### src/rtl/pipelined_barrel_shifter.sv
// -----------------------------------------------------------------------------
// pipelined_barrel_shifter
//
// Pipelined barrel shifter for the lab CPU datapath. It sits between
// register-read and the ALU writeback mux. There is one register stage per
// shift-amount bit: stage k shifts by 2^k when its captured shamt[k] is set.
// It supports logical, arithmetic and rotate shifts plus a pass-through mode.
// A sideband tag travels with each operand.
//
// Flow control is a global stall. All stages advance together whenever the
// output slot is empty or being drained (en = out_ready | ~out_valid).
// Bubbles are not collapsed.
//
// Ports:
//   clk        rising-edge clock
//   rst_n      asynchronous active-low reset
//   in_valid   operand valid
//   in_ready   shifter can accept an operand this cycle (== en)
//   in         operand, WIDTH bits
//   shamt      shift amount, SHW bits (all values legal)
//   dir        0 = right, 1 = left
//   mode       00 logical, 01 arithmetic, 10 rotate, 11 pass-through
//   tag        sideband, returned unchanged with the result
//   out_valid  result valid (last stage valid bit)
//   out_ready  consumer accepts the result
//   out        shifted result, straight from the last stage register
//   out_tag    tag of the result
//   out_zero   out == 0
// -----------------------------------------------------------------------------
module pipelined_barrel_shifter #(
  parameter int WIDTH = 8,
  parameter int SHW   = $clog2(WIDTH),
  parameter int TAG_W = 4
) (
  input  logic             clk,
  input  logic             rst_n,
  input  logic             in_valid,
  output logic             in_ready,
  input  logic [WIDTH-1:0] in,
  input  logic [SHW-1:0]   shamt,
  input  logic             dir,
  input  logic [1:0]       mode,
  input  logic [TAG_W-1:0] tag,
  output logic             out_valid,
  input  logic             out_ready,
  output logic [WIDTH-1:0] out,
  output logic [TAG_W-1:0] out_tag,
  output logic             out_zero
);

  typedef enum logic [1:0] {
    MODE_LOGIC  = 2'b00,
    MODE_ARITH  = 2'b01,
    MODE_ROTATE = 2'b10,
    MODE_PASS   = 2'b11
  } mode_e;

  // One partial shift by a fixed amount. Arithmetic right shifts fill with the
  // sign of the ORIGINAL operand. An intermediate stage may already have
  // shifted the MSB away, so the sign is carried alongside the data.
  function automatic logic [WIDTH-1:0] f_shift(
    input logic [WIDTH-1:0] d,
    input int               amt,
    input logic             left,
    input mode_e            md,
    input logic             sgn
  );
    logic [WIDTH-1:0] ones;
    logic [WIDTH-1:0] res;
    ones = '1;
    res  = d;
    if (amt != 0) begin
      case (md)
        MODE_LOGIC, MODE_ARITH: begin
          if (left) res = d << amt;
          else      res = (d >> amt) | (((md == MODE_ARITH) && sgn) ? ~(ones >> amt) : '0);
        end
        MODE_ROTATE: begin
          if (left) res = (d << amt) | (d >> (WIDTH - amt));
          else      res = (d >> amt) | (d << (WIDTH - amt));
        end
        default: res = d;
      endcase
    end
    return res;
  endfunction

  // Stage registers, packed per stage: index k is stage k.
  logic  [SHW-1:0][WIDTH-1:0] r_data;
  logic  [SHW-1:0][SHW-1:0]   r_shamt;
  logic  [SHW-1:0]            r_dir;
  mode_e [SHW-1:0]            r_mode;
  logic  [SHW-1:0]            r_sign;
  logic  [SHW-1:0][TAG_W-1:0] r_tag;
  logic  [SHW-1:0]            r_valid;

  // Source of each stage: the input ports for stage 0, else the previous stage.
  logic  [SHW-1:0][WIDTH-1:0] w_src_data;
  logic  [SHW-1:0][WIDTH-1:0] w_next_data;
  logic  [SHW-1:0][SHW-1:0]   w_src_shamt;
  logic  [SHW-1:0]            w_src_dir;
  mode_e [SHW-1:0]            w_src_mode;
  logic  [SHW-1:0]            w_src_sign;
  logic  [SHW-1:0][TAG_W-1:0] w_src_tag;
  logic  [SHW-1:0]            w_src_valid;
  logic                       w_en;

  // The last stage's control fields and the low shamt bits already consumed
  // by earlier stages are carried for uniformity but never read.
  logic                       w_unused;

  assign w_en     = out_ready | ~r_valid[SHW-1];
  assign w_unused = ^{r_shamt, r_dir[SHW-1], r_mode[SHW-1], r_sign[SHW-1]};

  // NOTE: every combinational output gets a value on every path (defaults
  // first, then the loop), so no latch can be inferred.
  always_comb begin
    w_src_data  = '0;
    w_src_shamt = '0;
    w_src_dir   = '0;
    w_src_mode  = '{default: MODE_LOGIC};
    w_src_sign  = '0;
    w_src_tag   = '0;
    w_src_valid = '0;
    w_next_data = '0;

    w_src_data[0]  = in;
    w_src_shamt[0] = shamt;
    w_src_dir[0]   = dir;
    w_src_mode[0]  = mode_e'(mode);
    w_src_sign[0]  = in[WIDTH-1];
    w_src_tag[0]   = tag;
    w_src_valid[0] = in_valid;

    for (int k = 1; k < SHW; k++) begin
      w_src_data[k]  = r_data[k-1];
      w_src_shamt[k] = r_shamt[k-1];
      w_src_dir[k]   = r_dir[k-1];
      w_src_mode[k]  = r_mode[k-1];
      w_src_sign[k]  = r_sign[k-1];
      w_src_tag[k]   = r_tag[k-1];
      w_src_valid[k] = r_valid[k-1];
    end

    for (int k = 0; k < SHW; k++) begin
      w_next_data[k] = f_shift(w_src_data[k], w_src_shamt[k][k] ? (1 << k) : 0,
                               w_src_dir[k], w_src_mode[k], w_src_sign[k]);
    end
  end

  // NOTE: the data registers are reset as well as the valid bits. The idle
  // output must read out=0 and out_zero=1, and a register-based pipeline this
  // small can afford an async reset on every flop.
  always_ff @(posedge clk or negedge rst_n) begin
    if (!rst_n) begin
      r_data  <= '0;
      r_shamt <= '0;
      r_dir   <= '0;
      r_mode  <= '{default: MODE_LOGIC};
      r_sign  <= '0;
      r_tag   <= '0;
      r_valid <= '0;
    end else if (w_en) begin
      // NOTE: non-blocking assignments let every stage sample the previous
      // stage's old value on the same edge, which is what makes this a pipeline.
      r_data  <= w_next_data;
      r_shamt <= w_src_shamt;
      r_dir   <= w_src_dir;
      r_mode  <= w_src_mode;
      r_sign  <= w_src_sign;
      r_tag   <= w_src_tag;
      r_valid <= w_src_valid;
    end
  end

  assign in_ready  = w_en;
  assign out_valid = r_valid[SHW-1];
  assign out       = r_data[SHW-1];
  assign out_tag   = r_tag[SHW-1];
  assign out_zero  = (r_data[SHW-1] == '0);

endmodule
### config.mk
export PLATFORM = sky130hd
export DESIGN_NAME = pipelined_barrel_shifter
export DESIGN_NICKNAME = d
export VERILOG_FILES = /design/src/rtl/pipelined_barrel_shifter.sv
export SDC_FILE = /design/constraint.sdc
export NUM_CORES = 1
export LEC_CHECK = 0
export BUFFER_PORTS_ARGS = -buffer_cell sky130_fd_sc_hd__buf_4
export CORE_ASPECT_RATIO = 1.75
export CORE_MARGIN = 4
export CORE_UTILIZATION = 50
export CTS_CLUSTER_DIAMETER = 30
export CTS_CLUSTER_SIZE = 30
export DETAILED_ROUTE_END_ITERATION = 8
export PLACE_DENSITY = 0.71
export SYNTH_ARGS = -nofsm -noshare
export SYNTH_HDL_FRONTEND = slang
export SYNTH_SLANG_ARGS = --single-unit
### constraint.sdc
create_clock -name clk -period 2.4 [get_ports clk]
set_clock_uncertainty 0.05 [all_clocks]
set_input_delay 0.24 -clock clk [delete_from_list [all_inputs] [get_ports clk]]
set_output_delay 0.24 -clock clk [all_outputs]
set_load 0.02 [all_outputs]
==> results of run 1 <==
cell type report:
class	count	area, µm²
clock buffers	6	72.6
inverters	6	22.5
flip-flops and latches	50	1250
well taps	54	67.6
multi-input cells	221	1100
repair buffers	40	303
clock inverters	1	7.51
fillers	498	2190
power groups by stage:
stage                     sequential [W]  clock (W)  combinational (W)
final                            0.00146   0.000456            0.00114
after global routing             0.00152   0.000501            0.00128
after CTS                        0.00146   0.000474            0.00115
after detailed placement         0.00148          0            0.00114
after global placement           0.00146          0            0.00113
after floorplan                  0.00136          0            0.00102
flip-flops by register name, indices dropped and copies added, names as in the netlist:
register / count
r_data: 16
out: 8
r_tag: 8
out_tag: 4
r_mode: 4
r_shamt: 3
r_valid: 3
r_dir: 2
r_sign: 2
critical path, delay by kind of cell (launching register included):
kind	cells	cell delay [ns]
AND/OR/NAND/NOR	2	0.66
flip-flops	1	0.39
buffers and inverters	1	0.14
worst min path at each step:
stage                   from          to  slack, ns  cells after the start
global placement       rst_n  r_data[13]       0.25                      1
finish              shamt[2]  r_shamt[2]       0.08                      3
floorplan              rst_n      out[0]      -0.11                      0
CTS                   tag[0]    r_tag[0]       0.07                      3
detailed placement     rst_n      out[2]       0.25                      1
global route          tag[2]    r_tag[2]       0.08                      3
cells by family after synthesis:
| family | Yosys count |
|---|---|
| compound gates | 75 |
| buf+inv | 36 |
| flops | 50 |
| mux | 1 |
| simple gates | 145 |
metal layers:
metal  vias to the layer above  global-route usage, %  part of all wire, %
li1                       1053                      -                    -
met1                       954                   17.6                   38
met2                        48                   29.0                   53
met3                        16                   3.24                  4.5
met4                         0                   10.2                  4.1
met5                         -                      0                    0
timing repair:
| item | in CTS | in global routing |
|---|---|---|
| hold endpoints to repair | 50 | 0 |
| hold buffers | 1 | 0 |
| gates resized for setup | 0 | 0 |
| setup buffers | 0 | 0 |
layout by cell type (no fill, tap or decap), types with 5 or more instances in the layout:
cell / count
sky130_fd_sc_hd__nor2_1: 11
sky130_fd_sc_hd__o21ai_1: 22
sky130_fd_sc_hd__o21ai_0: 8
sky130_fd_sc_hd__clkbuf_8: 5
sky130_fd_sc_hd__a21oi_1: 22
sky130_fd_sc_hd__buf_4: 39
sky130_fd_sc_hd__dfrtp_1: 50
sky130_fd_sc_hd__nand2_1: 104
sky130_fd_sc_hd__nand3_1: 14
through the flow:
stage / instance area [µm²] / setup slack (ns) / utilization [%] / hold slack (ns)
floorplan: 2590 / 0.929 / - / -0.106
global placement: 2740 / 0.963 / 54.6 / 0.246
detailed placement: 2740 / 0.926 / 54.6 / 0.248
CTS: 2830 / 0.586 / 56.4 / 0.0711
global route: 2830 / 0.521 / 56.4 / 0.0791
finish: 2830 / 0.621 / 56.4 / 0.0799
==> results.md, run 1 <==
- The flow ran to the end, and the final reports show no timing, DRC or antenna violations.
- Synthesis produced 307 cells.
- After layout, the design draws a total of 0.00306 W.
- After floorplanning, the core was sized to cover 5020 µm².
- Among all cell types in the netlist, the one instantiated most often is sky130_fd_sc_hd__nand2_1.
- The proportion of layout cells with a drive suffix above 1 is 17.0%.
- The final-stage net count is 346.
- The slack of the worst reg-to-reg path is 0.94 ns.
- A synthesized cell averages 8.45 µm².
- The peak clock frequency supported by timing is 562 MHz.
- The static leakage power is 1.34 nW.
- Of the total power, the share spent switching nets is 39.6%.
- The longest clock path from root to sink contains 2 buffers.
- The count of final max-slew check failures is 0.
- After synthesis the cells add up to 2590 µm².
- Pin placement for this block handled 37 I/O pins.
- After detailed placement, the design holds a cell count of 370.
- The area of the die is 6450 µm².
- The yosys synthesis warning count is 0.
- Setup violations remaining at the end of the flow were counted as 0.
- For this design, the slowest cell found on the critical path is sky130_fd_sc_hd__or4_1.
- The synthesized design contains 0 enable-type register cells.
- The end point of the critical path is out_zero.
- The worst hold path class is in -> reg.
- Of the total power, the clock network draws 14.9%.
- The xor-xnor portion of the synthesized cell area is 0%.
- Counting flops and latches in the post-synthesis netlist gives 50.
- The final setup TNS is 0 ns.
- The pre-antenna-repair detailed-routing pass consisted of 4 iterations.
- The number of buffers added on ports is 36.
- The worst setup path is launched from a flop.
- The dominant combinational cell family by area after synthesis is simple AND/OR/NAND/NOR gates.
- In the post-synthesis netlist, the biggest area contributors are sky130_fd_sc_hd__dfrtp_1, sky130_fd_sc_hd__nand2_1, sky130_fd_sc_hd__buf_4.
- The largest single stage delay on the critical path is 0.54 ns.
- The library cell used as clock root buffer is sky130_fd_sc_hd__clkbuf_8.
- The path type of the worst setup path is reg -> out.
- The endpoint required time on the critical path is 2.11 ns.
- Measured against its own limit, the worst slew margin works out to 59.5%.
- The die is 62.5 µm wide.
- The placer's final routability congestion estimate is 0.906.
- The initial utilization of the core area, before any placement, comes to 51.7%.
- CTS built an H-tree with a depth of 2.
- Summing the sequential cell areas from Yosys gives 48.2% of the chip area.
- The number of distinct library cell variants in the gate-level netlist after synthesis is 35.
- The via density per instance is 5.48.
- The post-route minimum period is 1.78 ns.
- The share of the synthesized area in compound gates (AO/OA/AOI/OAI) is 18.2%.
- The area added between synthesis and finish is 9.02%.
- The number of antenna violations at the first check in global routing was 0.
- The insertion delay to the later sink of the worst-skew pair is 0.30 ns.
- Global routing consumed, over all layers together, 16.2% of the routing resources.
- The share of the cycle needed by the critical path after routing is 74.1%.
- The number of nets handed over by synthesis was 329.
- The via count of the first global-routing pass is 1826.
- After synthesis, the most frequently instantiated cells are sky130_fd_sc_hd__nand2_1, sky130_fd_sc_hd__dfrtp_1, sky130_fd_sc_hd__a21oi_1, sky130_fd_sc_hd__o21ai_1, sky130_fd_sc_hd__buf_4.
- The number of nets with antenna violations after detailed routing is 0.
- Entering global routing, the biggest net connects 51 pins.
- The adder-cell share of the synthesized area is 0%.
- The final standard cell count with taps included and fillers excluded is 378.
- Along the worst path, the maximum fanout reaches 3.
- The detailed placement HPWL is 3.66 mm.
- The reg-to-reg critical path startpoint is r_valid[2].
- The actual slew at the worst max-slew pin is 0.607 ns.
- The internal power component is 0.00185 W.
- The sort of element at the end of the critical path is an output pin.
- The hold violation total from the final report is 0.
- The first global-routing pass estimated 8.34 mm of wire.
- In this run the power density over the cells is 1080 nW/µm².
- The count of max-cap constraint violations is 0.
- Setup repair after global routing left no endpoint under its margin.
- Clock-pin slew was measured on the worst setup and hold paths at 0.08 ns.
- The number of remaining DRC errors is 0.
- Combinational logic burns 37.2% of the power.
- The area share of the largest cell type after synthesis is 48.2%.
- The data arrival time of the critical path is 1.49 ns.
- The clock drives 50 sinks.
- The overall overflow remaining after global route is 0.
- Dividing the detail-routed wire length by the instance count gives 13.2 µm.
- The depth of the most critical reg-to-reg path is 5.
- The power share of the sequential group is 47.9%.
- The final wirelength is 4.99 mm.
- Multiplexer cells account for 0.386% of the synthesized area.
- The launch point of the critical path is out[5].
- The power spent charging and discharging nets is 0.00121 W.
- The initialized floorplan defines 34 standard-cell rows.
- Traced cell by cell, the critical path runs through or4_1 > nor2_1 > buf_4.
- The synthesized netlist devotes 24.0% of its cell area to simple gates.
- TritonCTS created 5 clock buffers.
- TritonCTS built the clock tree.
- In this run, the number of DRC markers left after iteration 0 of detailed routing was 66.
- The reg-to-reg critical path endpoint is r_data[5].
- The routed via count is 2071.
- Across the VDD grid, the largest voltage drop is 0.000470 V.
- sky130_fd_sc_hd__dfrtp_1 takes more of the synthesized area than any other cell.
- The overall die height is 103 µm.
- For this run, the leading register cell type out of synthesis is sky130_fd_sc_hd__dfrtp_1.
- The share of synthesized flip-flops with an asynchronous set or reset is 100%.
- The repair_antennas step left the layout with diodes totalling 0.
No activity file was read; power rests on OpenSTA's default activity.
==> inputs of run 2 (changes only) <==
==> constraint.sdc (replaced) <==
create_clock -name clk -period 1.8 [get_ports clk]
set_clock_uncertainty 0.05 [all_clocks]
set_input_delay 0.18 -clock clk [delete_from_list [all_inputs] [get_ports clk]]
set_output_delay 0.18 -clock clk [all_outputs]
set_load 0.02 [all_outputs]
==> run 2 against run 1 <==
Hold slack worse by 0.053 ns. Sequential power is 33% higher. Utilization is 1.4 points higher. Die area is the same. Critical endpoint unchanged. Final cell count rose by 1.3%. Critical path depth did not move.
==> results.md, run 2 (same netlist as run 1, synthesis figures left out) <==
- Result of the run: completed (unchanged).
- The slowest stage cell on the critical path is sky130_fd_sc_hd__or4_1 (unchanged).
- The sum of internal, switching and leakage power is 0.00429 W (was 0.00306 W).
- The internal power component is 0.00267 W (was 0.00185 W).
- The number of remaining DRC errors came to 0 (unchanged).
- The count of final setup violators is 0 (unchanged).
- The number of placement rows is 34 (unchanged).
- The detailed placement HPWL was 3.61 mm (was 3.66 mm).
- The area added between synthesis and finish is 11.7% (was 9.02%).
- The post-cts repair resize count is 0 (unchanged).
- The proportion of layout cells with a drive suffix above 1 is 17.9% (was 17.0%).
- The share of total power in combinational logic is 37.2% (about the same).
- The chip width is 62.5 µm (unchanged).
- The final wirelength was 5.02 mm (was 4.99 mm).
- The count of final max-slew check failures came to 0 (unchanged).
- The overall overflow remaining after global route is 0 (unchanged).
- The number of buffers added by the clock tree synthesis step was 5 (unchanged).
- The highest fanout seen on the critical path is 3 (unchanged).
- The routed via count was 2118 (was 2071).
- The register containing the most flip-flops in the final layout is r_data (unchanged).
- The overall die height came to 103 µm (unchanged).
- The power share of the sequential group is 45.3% (was 47.9%).
- The actual slew at the worst max-slew pin is 0.614 ns (was 0.607 ns).
- The global-route wire length before repair is 8.58 mm (was 8.34 mm).
- The most common cell after layout, fill and taps aside is sky130_fd_sc_hd__nand2_1 (unchanged).
- The worst ir drop on vdd is 0.000700 V (was 0.000470 V).
- The flip-flop count of the largest register after layout came to 16 (unchanged).
- The number of buffers added on ports is 36 (unchanged).
- The hold violation total from the final report is 0 (unchanged).
- The via density per instance is 5.53 (was 5.48).
- The placement-stage worst setup slack is 0.408 ns (was 0.926 ns).
- The reg-to-reg critical path startpoint is r_valid[2] (unchanged).
- The average routed wire per standard cell is 13.1 µm (was 13.2 µm).
- The number of top-level pins was 37 (unchanged).
- The fraction of power spent switching nets is 37.7% (was 39.6%).
- The library cell used as clock root buffer was sky130_fd_sc_hd__clkbuf_8 (unchanged).
- The number of nets with antenna violations after detailed routing is 0 (unchanged).
- The final standard cell count with taps included and fillers excluded is 383 (was 378).
- The cell area reported after detailed placement is 2760 µm² (was 2740 µm²).
- The insertion delay to the later sink of the worst-skew pair was 0.29 ns (was 0.30 ns).
- The path type of the worst setup path is reg -> out (unchanged).
- The clock net sink count is 50 (unchanged).
- The area of the die is 6450 µm² (unchanged).
- The critical path's largest stage delay is 0.53 ns (was 0.54 ns).
- The total power density per cell area was 1480 nW/µm² (was 1080 nW/µm²).
- The type of element launching the critical path is a flop (unchanged).
- The beginning of the worst hold path was tag[3] (was shamt[2]).
- The placer's final routability congestion estimate came to 0.891 (was 0.906).
- The critical path buffer and inverter count is 1 (unchanged).
- In the finished design, the share of the clock period the worst path needs comes to 94.0%.
- The count of routing violations after the opening detailed-route iteration is 76 (was 66).
- The number of antenna violations at the first check in global routing was 0 (unchanged).
- The largest net degree at the start of global routing is 51 (unchanged).
- The placed cell count is 371 (was 370).
- The deepest clock path buffer count is 2 (unchanged).
- The sort of element at the end of the critical path is an output pin (unchanged).
- The number of detailed-routing iterations run before antenna repair is 4 (unchanged).
- The launch point of the critical path is out[5] (unchanged).
- The final-layout worst hold slack is 0.0270 ns (was 0.0799 ns).
- The post-route cell area is 2900 µm² (was 2830 µm²).
- The count of max-cap constraint violations is 0 (unchanged).
- The clock transition time at the flip-flop clock pins of the worst setup and hold paths is 0.09 ns (was 0.08 ns).
- The endpoint required time on the critical path is 1.57 ns (was 2.11 ns).
- The cell family with the largest share of critical-path delay is simple AND/OR/NAND/NOR gates (unchanged).
- The deepest level of the CTS H-tree is 2 (unchanged).
- The CTS tree is yes (unchanged).
- The data arrival time of the critical path is 1.46 ns (was 1.49 ns).
- The number of antenna cells inserted is 0 (unchanged).
- Highest-count cells in the layout ignoring fill and taps: sky130_fd_sc_hd__nand2_1, sky130_fd_sc_hd__dfrtp_1, sky130_fd_sc_hd__buf_4 (unchanged).
- The worst hold path class is in -> reg (unchanged).
- The post-route minimum period is 1.69 ns.
- For this run, the top clock speed supported by timing is 591 MHz.
- The via count of the first global-routing pass is 1999 (was 1826).
- The power spent charging and discharging nets is 0.00162 W (was 0.00121 W).
- The final-stage net count is 350 (was 346).
- The max-slew headroom at the worst pin is 59.1% (was 59.5%).
- The number of fillers in the final layout is 480 (was 498).
- The placeable core region is 5020 µm² (unchanged).
- The worst setup slack after layout was 0.107 ns (was 0.621 ns).
- The static leakage power is 1.38 nW (was 1.34 nW).
- The total global-route track usage is 16.4% (was 16.2%).
- The effective utilization at floorplan is 51.7% (unchanged).
- The part of the power in the clock network is 17.5% (was 14.9%).
- CP cell instances: or4_1 > nor2_1 > buf_4 (unchanged).
-- run 2: layout make-up --
cell class / instances / area [µm²] / share of cell area [%]
Sequential cell: 50 / 1250 / 43.2
Multi-Input combinational cell: 221 / 1100 / 38.1
Timing Repair Buffer: 44 / 345 / 11.9
Clock buffer: 7 / 76.3 / 2.63
Tap cell: 54 / 67.6 / 2.33
Clock inverter: 1 / 30.0 / 1.04
Inverter: 6 / 22.5 / 0.777
-- run 2: per-stage QoR --
step | setup TNS [ns] | utilization (%)
after floorplan | 0 | -
after global placement | 0 | 55.0
after detailed placement | 0 | 55.0
after CTS | 0 | 57.3
after global routing | -0.00321 | 57.7
final | 0 | 57.7
-- run 2: path summary, 6_finish.rpt --
check	end	slack (ns)	cells past startpoint
setup / recovery	out_zero	0.11	3
hold / removal	r_tag[3]	0.03	3
setup reg to reg	r_data[15]	0.43	5
hold reg to reg	r_valid[2]	0.41	1
max in group asynchronous	r_sign[1]	0.90	2
min in group asynchronous	r_data[11]	0.38	2
-- run 2: power by group through the flow --
stage,Sequential [W],Combinational [W],Clock [W]
floorplan,0.00181,0.00136,0
global placement,0.00195,0.00153,0
detailed placement,0.00196,0.00155,0
CTS,0.00194,0.00156,0.000777
global route,0.00200,0.00179,0.000820
finish,0.00194,0.00159,0.000751
-- run 2: tightest hold or removal path, stage by stage --
cell,delay (ns)
sky130_fd_sc_hd__buf_4,0.08
sky130_fd_sc_hd__nand2_1,0.04
sky130_fd_sc_hd__nand2_1,0.05
-- run 2: timing repair --
item                                    4_1_cts  5_1_grt
endpoints found under the setup margin        0        1
hold endpoints to repair                     50        0
hold buffers                                  1        0
buffers inserted                              0        3
-- run 2: layer usage --
metal	global-route usage, %	share of wire, %	up-vias
met2	31.5	54	42
met4	8.67	3.4	0
met5	0	0	-
met3	3.14	4.0	11
li1	-	-	1056
met1	16.8	39	1009
